### src/rtl/iob_axi_arbiter_pkg.sv
// Shared types and helpers for the IOb round-robin arbiter.
package iob_axi_arbiter_pkg;

  // Arbiter state encoding.
  typedef enum logic [1:0] {
    IDLE  = 2'd0,
    ADDR  = 2'd1,
    RDATA = 2'd2
  } arb_state_t;

  // Widest strobe the write-detect helper accepts (DATA_W up to 256).
  localparam int STRB_MAX = 32;

  // An IOb transfer is a write when any strobe bit is set.
  function automatic logic iob_is_write(input logic [STRB_MAX-1:0] wstrb);
    return |wstrb;
  endfunction

endpackage

### src/rtl/iob_reg_re.sv
// Register with synchronous reset, clock enable and load enable.
module iob_reg_re #(
  parameter int                DATA_W  = 1,
  parameter logic [DATA_W-1:0] RST_VAL = '0
) (
  input  logic              clk_i,
  input  logic              cke_i,
  input  logic              rst_i,
  input  logic              en_i,
  input  logic [DATA_W-1:0] data_i,
  output logic [DATA_W-1:0] data_o
);

  // Reset dominates; otherwise load only when both enables are high.
  always_ff @(posedge clk_i) begin
    if (rst_i)              data_o <= RST_VAL;
    else if (cke_i && en_i) data_o <= data_i;
  end

endmodule

### src/rtl/iob_rr_prio_enc.sv
// Round-robin priority encoder: first set request at or above ptr, wrapping.
module iob_rr_prio_enc #(
  parameter  int N_REQ = 2,
  localparam int PTR_W = $clog2(N_REQ)
) (
  input  logic [N_REQ-1:0] req_i,
  input  logic [PTR_W-1:0] ptr_i,
  output logic [N_REQ-1:0] grant_o,
  output logic [PTR_W-1:0] idx_o,
  output logic             valid_o
);

  logic [2*N_REQ-1:0] dbl;
  logic [N_REQ-1:0]   rot;
  logic [PTR_W-1:0]   off;
  logic [PTR_W:0]     sum;

  // Rotate so ptr lands at bit 0.
  assign dbl = {req_i, req_i};
  assign rot = dbl[int'(ptr_i) +: N_REQ];

  // Find-first in rotated space, then map the offset back to an absolute index.
  always_comb begin
    off     = '0;
    valid_o = 1'b0;
    for (int i = 0; i < N_REQ; i++) begin
      if (!valid_o && rot[i]) begin
        valid_o = 1'b1;
        off     = PTR_W'(i);
      end
    end
    sum     = {1'b0, ptr_i} + {1'b0, off};
    if (sum >= (PTR_W+1)'(N_REQ)) sum = sum - (PTR_W+1)'(N_REQ);
    idx_o   = sum[PTR_W-1:0];
    grant_o = '0;
    grant_o[idx_o] = valid_o;
  end

endmodule

### src/rtl/iob_axi_arbiter.sv
// Round-robin arbiter sharing one IOb master port among N_REQ requesters,
// one outstanding transaction, with a read-response watchdog.
module iob_axi_arbiter
  import iob_axi_arbiter_pkg::*;
#(
  parameter int N_REQ     = 2,
  parameter int ADDR_W    = 32,
  parameter int DATA_W    = 32,
  parameter int TIMEOUT_W = 8
) (
  input  logic                       clk_i,
  input  logic                       cke_i,
  input  logic                       rst_i,
  input  logic [N_REQ-1:0]           req_avalid_i,
  input  logic [N_REQ*ADDR_W-1:0]    req_addr_i,
  input  logic [N_REQ*DATA_W-1:0]    req_wdata_i,
  input  logic [N_REQ*DATA_W/8-1:0]  req_wstrb_i,
  output logic [DATA_W-1:0]          req_rdata_o,
  output logic [N_REQ-1:0]           req_rvalid_o,
  output logic [N_REQ-1:0]           req_ready_o,
  output logic                       m_avalid_o,
  output logic [ADDR_W-1:0]          m_addr_o,
  output logic [DATA_W-1:0]          m_wdata_o,
  output logic [DATA_W/8-1:0]        m_wstrb_o,
  input  logic [DATA_W-1:0]          m_rdata_i,
  input  logic                       m_rvalid_i,
  input  logic                       m_ready_i,
  output logic [N_REQ-1:0]           grant_o,
  output logic                       err_o
);

  localparam int STRB_W = DATA_W / 8;
  localparam int PTR_W  = $clog2(N_REQ);

  arb_state_t           state_q, state_d;
  logic [1:0]           state_bits_q;
  logic [N_REQ-1:0]     grant_q, grant_d;
  logic [PTR_W-1:0]     gidx_q, gidx_d;
  logic [PTR_W-1:0]     rr_ptr_q, rr_ptr_d;
  logic [TIMEOUT_W-1:0] wdog_q, wdog_d;
  logic                 err_q, err_d;

  logic [N_REQ-1:0]     enc_grant;
  logic [PTR_W-1:0]     enc_idx;
  logic                 enc_valid;

  logic                 cur_av;
  logic [ADDR_W-1:0]    cur_addr;
  logic [DATA_W-1:0]    cur_wdata;
  logic [STRB_W-1:0]    cur_wstrb;
  logic [PTR_W:0]       g_plus;
  logic [PTR_W-1:0]     ptr_adv;
  logic                 done;

  iob_reg_re #(.DATA_W(2), .RST_VAL(2'd0)) state_reg (
    .clk_i(clk_i), .cke_i(cke_i), .rst_i(rst_i), .en_i(1'b1),
    .data_i(state_d), .data_o(state_bits_q)
  );
  assign state_q = arb_state_t'(state_bits_q);

  iob_reg_re #(.DATA_W(N_REQ)) grant_reg (
    .clk_i(clk_i), .cke_i(cke_i), .rst_i(rst_i), .en_i(1'b1),
    .data_i(grant_d), .data_o(grant_q)
  );

  iob_reg_re #(.DATA_W(PTR_W)) gidx_reg (
    .clk_i(clk_i), .cke_i(cke_i), .rst_i(rst_i), .en_i(1'b1),
    .data_i(gidx_d), .data_o(gidx_q)
  );

  iob_reg_re #(.DATA_W(PTR_W)) rr_ptr_reg (
    .clk_i(clk_i), .cke_i(cke_i), .rst_i(rst_i), .en_i(1'b1),
    .data_i(rr_ptr_d), .data_o(rr_ptr_q)
  );

  iob_reg_re #(.DATA_W(TIMEOUT_W)) wdog_reg (
    .clk_i(clk_i), .cke_i(cke_i), .rst_i(rst_i), .en_i(1'b1),
    .data_i(wdog_d), .data_o(wdog_q)
  );

  iob_reg_re #(.DATA_W(1)) err_reg (
    .clk_i(clk_i), .cke_i(cke_i), .rst_i(rst_i), .en_i(1'b1),
    .data_i(err_d), .data_o(err_q)
  );

  iob_rr_prio_enc #(.N_REQ(N_REQ)) prio_enc (
    .req_i(req_avalid_i), .ptr_i(rr_ptr_q),
    .grant_o(enc_grant), .idx_o(enc_idx), .valid_o(enc_valid)
  );

  // Granted requester's slices.
  assign cur_av    = req_avalid_i[gidx_q];
  assign cur_addr  = req_addr_i[int'(gidx_q)*ADDR_W +: ADDR_W];
  assign cur_wdata = req_wdata_i[int'(gidx_q)*DATA_W +: DATA_W];
  assign cur_wstrb = req_wstrb_i[int'(gidx_q)*STRB_W +: STRB_W];

  // Pointer after the current grant, wrapping at N_REQ.
  assign g_plus  = {1'b0, gidx_q} + (PTR_W+1)'(1);
  assign ptr_adv = (g_plus == (PTR_W+1)'(N_REQ)) ? '0 : g_plus[PTR_W-1:0];

  assign grant_o = grant_q;
  assign err_o   = err_q;

  // Next-state and output decode; 'done' ends the transaction and rotates priority.
  always_comb begin
    state_d      = state_q;
    grant_d      = grant_q;
    gidx_d       = gidx_q;
    rr_ptr_d     = rr_ptr_q;
    wdog_d       = wdog_q;
    err_d        = err_q;
    done         = 1'b0;
    m_avalid_o   = 1'b0;
    m_addr_o     = '0;
    m_wdata_o    = '0;
    m_wstrb_o    = '0;
    req_ready_o  = '0;
    req_rvalid_o = '0;
    req_rdata_o  = '0;
    case (state_q)
      IDLE: begin
        if (enc_valid) begin
          state_d = ADDR;
          grant_d = enc_grant;
          gidx_d  = enc_idx;
        end
      end
      ADDR: begin
        m_avalid_o          = cur_av;
        m_addr_o            = cur_addr;
        m_wdata_o           = cur_wdata;
        m_wstrb_o           = cur_wstrb;
        req_ready_o[gidx_q] = m_ready_i;
        if (!cur_av) begin
          done = 1'b1;
        end else if (m_ready_i) begin
          if (iob_is_write(STRB_MAX'(cur_wstrb))) begin
            done = 1'b1;
          end else begin
            state_d = RDATA;
            wdog_d  = '0;
          end
        end
      end
      RDATA: begin
        req_rvalid_o[gidx_q] = m_rvalid_i;
        req_rdata_o          = m_rdata_i;
        if (m_rvalid_i) begin
          done = 1'b1;
        end else if (&wdog_q) begin
          // Watchdog expiry: fake an empty response so the requester unblocks.
          req_rvalid_o[gidx_q] = 1'b1;
          req_rdata_o          = '0;
          err_d                = 1'b1;
          done                 = 1'b1;
        end else begin
          wdog_d = wdog_q + TIMEOUT_W'(1);
        end
      end
      default: state_d = IDLE;
    endcase
    if (done) begin
      state_d  = IDLE;
      grant_d  = '0;
      rr_ptr_d = ptr_adv;
    end
  end

endmodule

### config.mk
export PLATFORM = sky130hd
export DESIGN_NAME = iob_axi_arbiter
export DESIGN_NICKNAME = d
export VERILOG_FILES = /design/src/rtl/iob_axi_arbiter_pkg.sv /design/src/rtl/iob_reg_re.sv /design/src/rtl/iob_rr_prio_enc.sv /design/src/rtl/iob_axi_arbiter.sv
export SDC_FILE = /design/constraint.sdc
export NUM_CORES = 1
export LEC_CHECK = 0
export CAP_MARGIN = 20
export CELL_PAD_IN_SITES_DETAIL_PLACEMENT = 1
export CELL_PAD_IN_SITES_GLOBAL_PLACEMENT = 2
export CORE_UTILIZATION = 14
export CTS_CLUSTER_SIZE = 14
export DETAILED_ROUTE_END_ITERATION = 12
export PLACE_DENSITY_LB_ADDON = 0.1
export SLEW_MARGIN = 20
export SYNTH_ARGS = -nofsm -noshare
export SYNTH_HDL_FRONTEND = slang
export SYNTH_HIERARCHICAL = 1
export SYNTH_SLANG_ARGS = --single-unit
### constraint.sdc
create_clock -name clk_i -period 4.15 [get_ports clk_i]
set_input_delay 1.0375 -clock clk_i [delete_from_list [all_inputs] [get_ports clk_i]]
set_output_delay 1.0375 -clock clk_i [all_outputs]
set_load 0.01 [all_outputs]
==> results.yml <==
placement:
  dp.cells: 850
  routabilityCongestion: 0.771
  hpwl_mm: 12.8
  placed_cell_area_um2: 5650
  portBuffers: 282
  pre_cts_slack_ns: 0.0790
grt:
  grt_pass1_wl_mm: 22.2
  overflow: 0
  grt_usage: 0.156
  grt_max_degree: 53
  grt_pass1_vias: 3957
  antenna_found_initial: 1
detailed_routing:
  antenna_left: 0
  dr.pass1.iters: 4
  vias_per_cell: 4.19
  vias: 3582
  drt-initial-drc-count: 69
  drc: 0
  finalWirelength_mm: 15.0
  wire_per_inst_um: 17.6
timing:
  timing.final.ws_setup_ns: 0.127
  slew_violations: 0
  relSlewSlack: 0.521
  clock_skew_ns: 0.00330
  worst_pin_slew_ns: 0.716
  rsz0062_at_grt: "no"
  hold_viol_final: 0
  fmax_mhz: 249
  fin_setup_tns_ns: 0
  fin_crit_ns: 4.02
  timing.hold.ws_ns: 0.598
  setup_viol: 0
  post-route-period-util: 0.969
final_layout:
  final_cells: 855
  fillers: 2103
  final_nets: 811
  fin_area_um2: 5730
  fin_util: 0.327
  drive_above_1_share: 0.0556
  layout_commonest_cell: "clkdlybuf4s50_1"
  layout_common_cells: "282 x clkdlybuf4s50_1, 76 x nor2_1, 69 x mux2i_1"
  area_growth_pct: 125
yosys:
  syn-cell-area_um2: 2550
  synth-main-ff-cell: "dfxtp_1"
  yosys_warnings: 6
  ys_ff_latch: 15
  yosysSeqAreaShare: 0.118
  ys_types: 55
  async_reset_ff_frac: 0
  syn_area_per_cell_um2: 7.32
  synthCells: 348
  synth_edf_count: 0
critical_path:
  critPathCaptureType: "output port"
  crit_chain: "clkdlybuf4s50_1, nand3b_1, nor2_1, a31oi_2, buf_6, and2_1, clkdlybuf4s50_1"
  critPathKind: "input port to output port"
  worstPathRequired_ns: 3.11
  crit_slowest_cell: "clkdlybuf4s50_1"
  startpoint_type: "input port"
  arrival_ns: 2.99
  cpPeakStageDelay_ns: 0.56
  cpMostUsedCell: "clkdlybuf4s50_1"
  worstPathMaxFanout: 32
power:
  cellPowerDensity_nw_per_um2: 124
  p_leak_nw: 1.96
  p_total_uw: 708
  combPwrFrac: 0.509
  p_switching_uw: 198
  swShare: 0.280
  seqPwrFrac: 0.214
  peakVddDrop_v: 0.000108
  intPower_uw: 510
  clockPowerShare: 0.277
floorplanning:
  core_area_um2: 17500
  die_x_um: 137
  dieArea_um2: 18700
  initial_core_util: 0.145
  die_height_um: 137
  num_rows: 48
  io_pins: 283
clock_tree:
  numCtsBuffers: 3
  clock-root-buffer: "clkbuf_16"
  clk_latency_ns: 0.25
  clk_pin_slew_ns: 0.05
  cts_max_level: 1
  clock_sinks: 15
  cts_tree: "yes"
  cts-hold-fix-buffers: 0
  cts_buffer_depth: 2
flow_run:
  max_cap_viol_count: 0
min_path:
  hp-class: "flop to flop"
outcome:
  status: "finished, final reports clean"
## cell type report
cell class	count	area [µm²]	share of cell area
Antenna cell	1	2.50	0.000437
Clock buffer	3	75.1	0.0131
Clock inverter	1	5.00	0.000873
Inverter	9	33.8	0.00589
Multi-Input combinational cell	312	2140	0.373
Sequential cell	15	304	0.0530
Tap cell	225	282	0.0491
Timing Repair Buffer	289	2890	0.504
## cells by family after synthesis
logic type / synth area share
other: 0.00147
muxes: 0.286
buffers and inverters: 0.0663
AOI/OAI and AO/OA: 0.193
adders and majority gates: 0.0295
DFF: 0.118
and+or+nand+nor: 0.306
## Yosys cell counts, drive strengths merged (2+ instances only)
cell,number,area [µm²]
clkbuf,13,50.0
a31oi,3,18.8
and3,2,12.5
nor2,76,285
and2,33,206
a211o,2,17.5
ha,6,75.1
mux2i,69,691
a21bo,15,150
mux2,3,37.5
buf,13,85.1
nor3,4,20.0
o22ai,3,25.0
nor3b,2,20.0
a21boi,2,18.8
o211ai,2,15.0
nand3b,2,15.0
a21oi,20,111
nand3,21,105
inv,8,30.0
dfxtp,15,300
a21o,2,16.3
nor2b,2,12.5
nand2,9,36.3
o22a,2,20.0
or4,2,22.5
## flip-flops by register name, summed over array words and instances, names as in the netlist
signal and count:
gidx_reg/data_o 1, grant_reg/data_o 2, err_reg/data_o 1, wdog_reg/data_o 8, rr_ptr_reg/data_o 1, state_reg/data_o 2
## power groups by stage
stage / combinational (mW) / sequential (mW) / clock, mW
after floorplan: 0.114 / 0.150 / 0
after global placement: 0.361 / 0.155 / 0
after detailed placement: 0.363 / 0.155 / 0
after CTS: 0.365 / 0.152 / 0.203
after global routing: 0.388 / 0.152 / 0.215
final: 0.360 / 0.152 / 0.196
## routing by layer
| layer | vias to the layer above | wire, µm | GRT usage | part of all wire |
|---|---|---|---|---|
| met1 | 1672 | 5550 | 0.164 | 0.37 |
| met3 | 10 | 1460 | 0.0637 | 0.097 |
| met4 | 0 | 190 | 0.0317 | 0.013 |
| met2 | 126 | 7820 | 0.287 | 0.52 |
| met5 | - | 0 | 0 | 0 |
| li1 | 1774 | - | - | - |
## final timing paths
check / slack [ns] / from / cells after the start / end
setup / recovery: 0.13 / m_rvalid_i / 7 / req_rdata_o[15]
setup reg to reg: 1.87 / state_reg/data_o[1] / 7 / rr_ptr_reg/data_o
hold reg to reg: 0.60 / grant_reg/data_o[1] / 2 / grant_reg/data_o[1]
hold / removal: 0.60 / grant_reg/data_o[1] / 2 / grant_reg/data_o[1]
## critical path, delay by kind of cell
family	cells	cell delay, ns
AND/OR/NAND/NOR	3	0.40
buffers and inverters	3	1.32
AO/OA/AOI/OAI	1	0.22
## timing repair
action                     in CTS  in global routing
gates resized for setup         0                  1
setup endpoints to repair       0                 31
setup buffers                   0                  0
No activity file was read; power rests on OpenSTA's default activity.
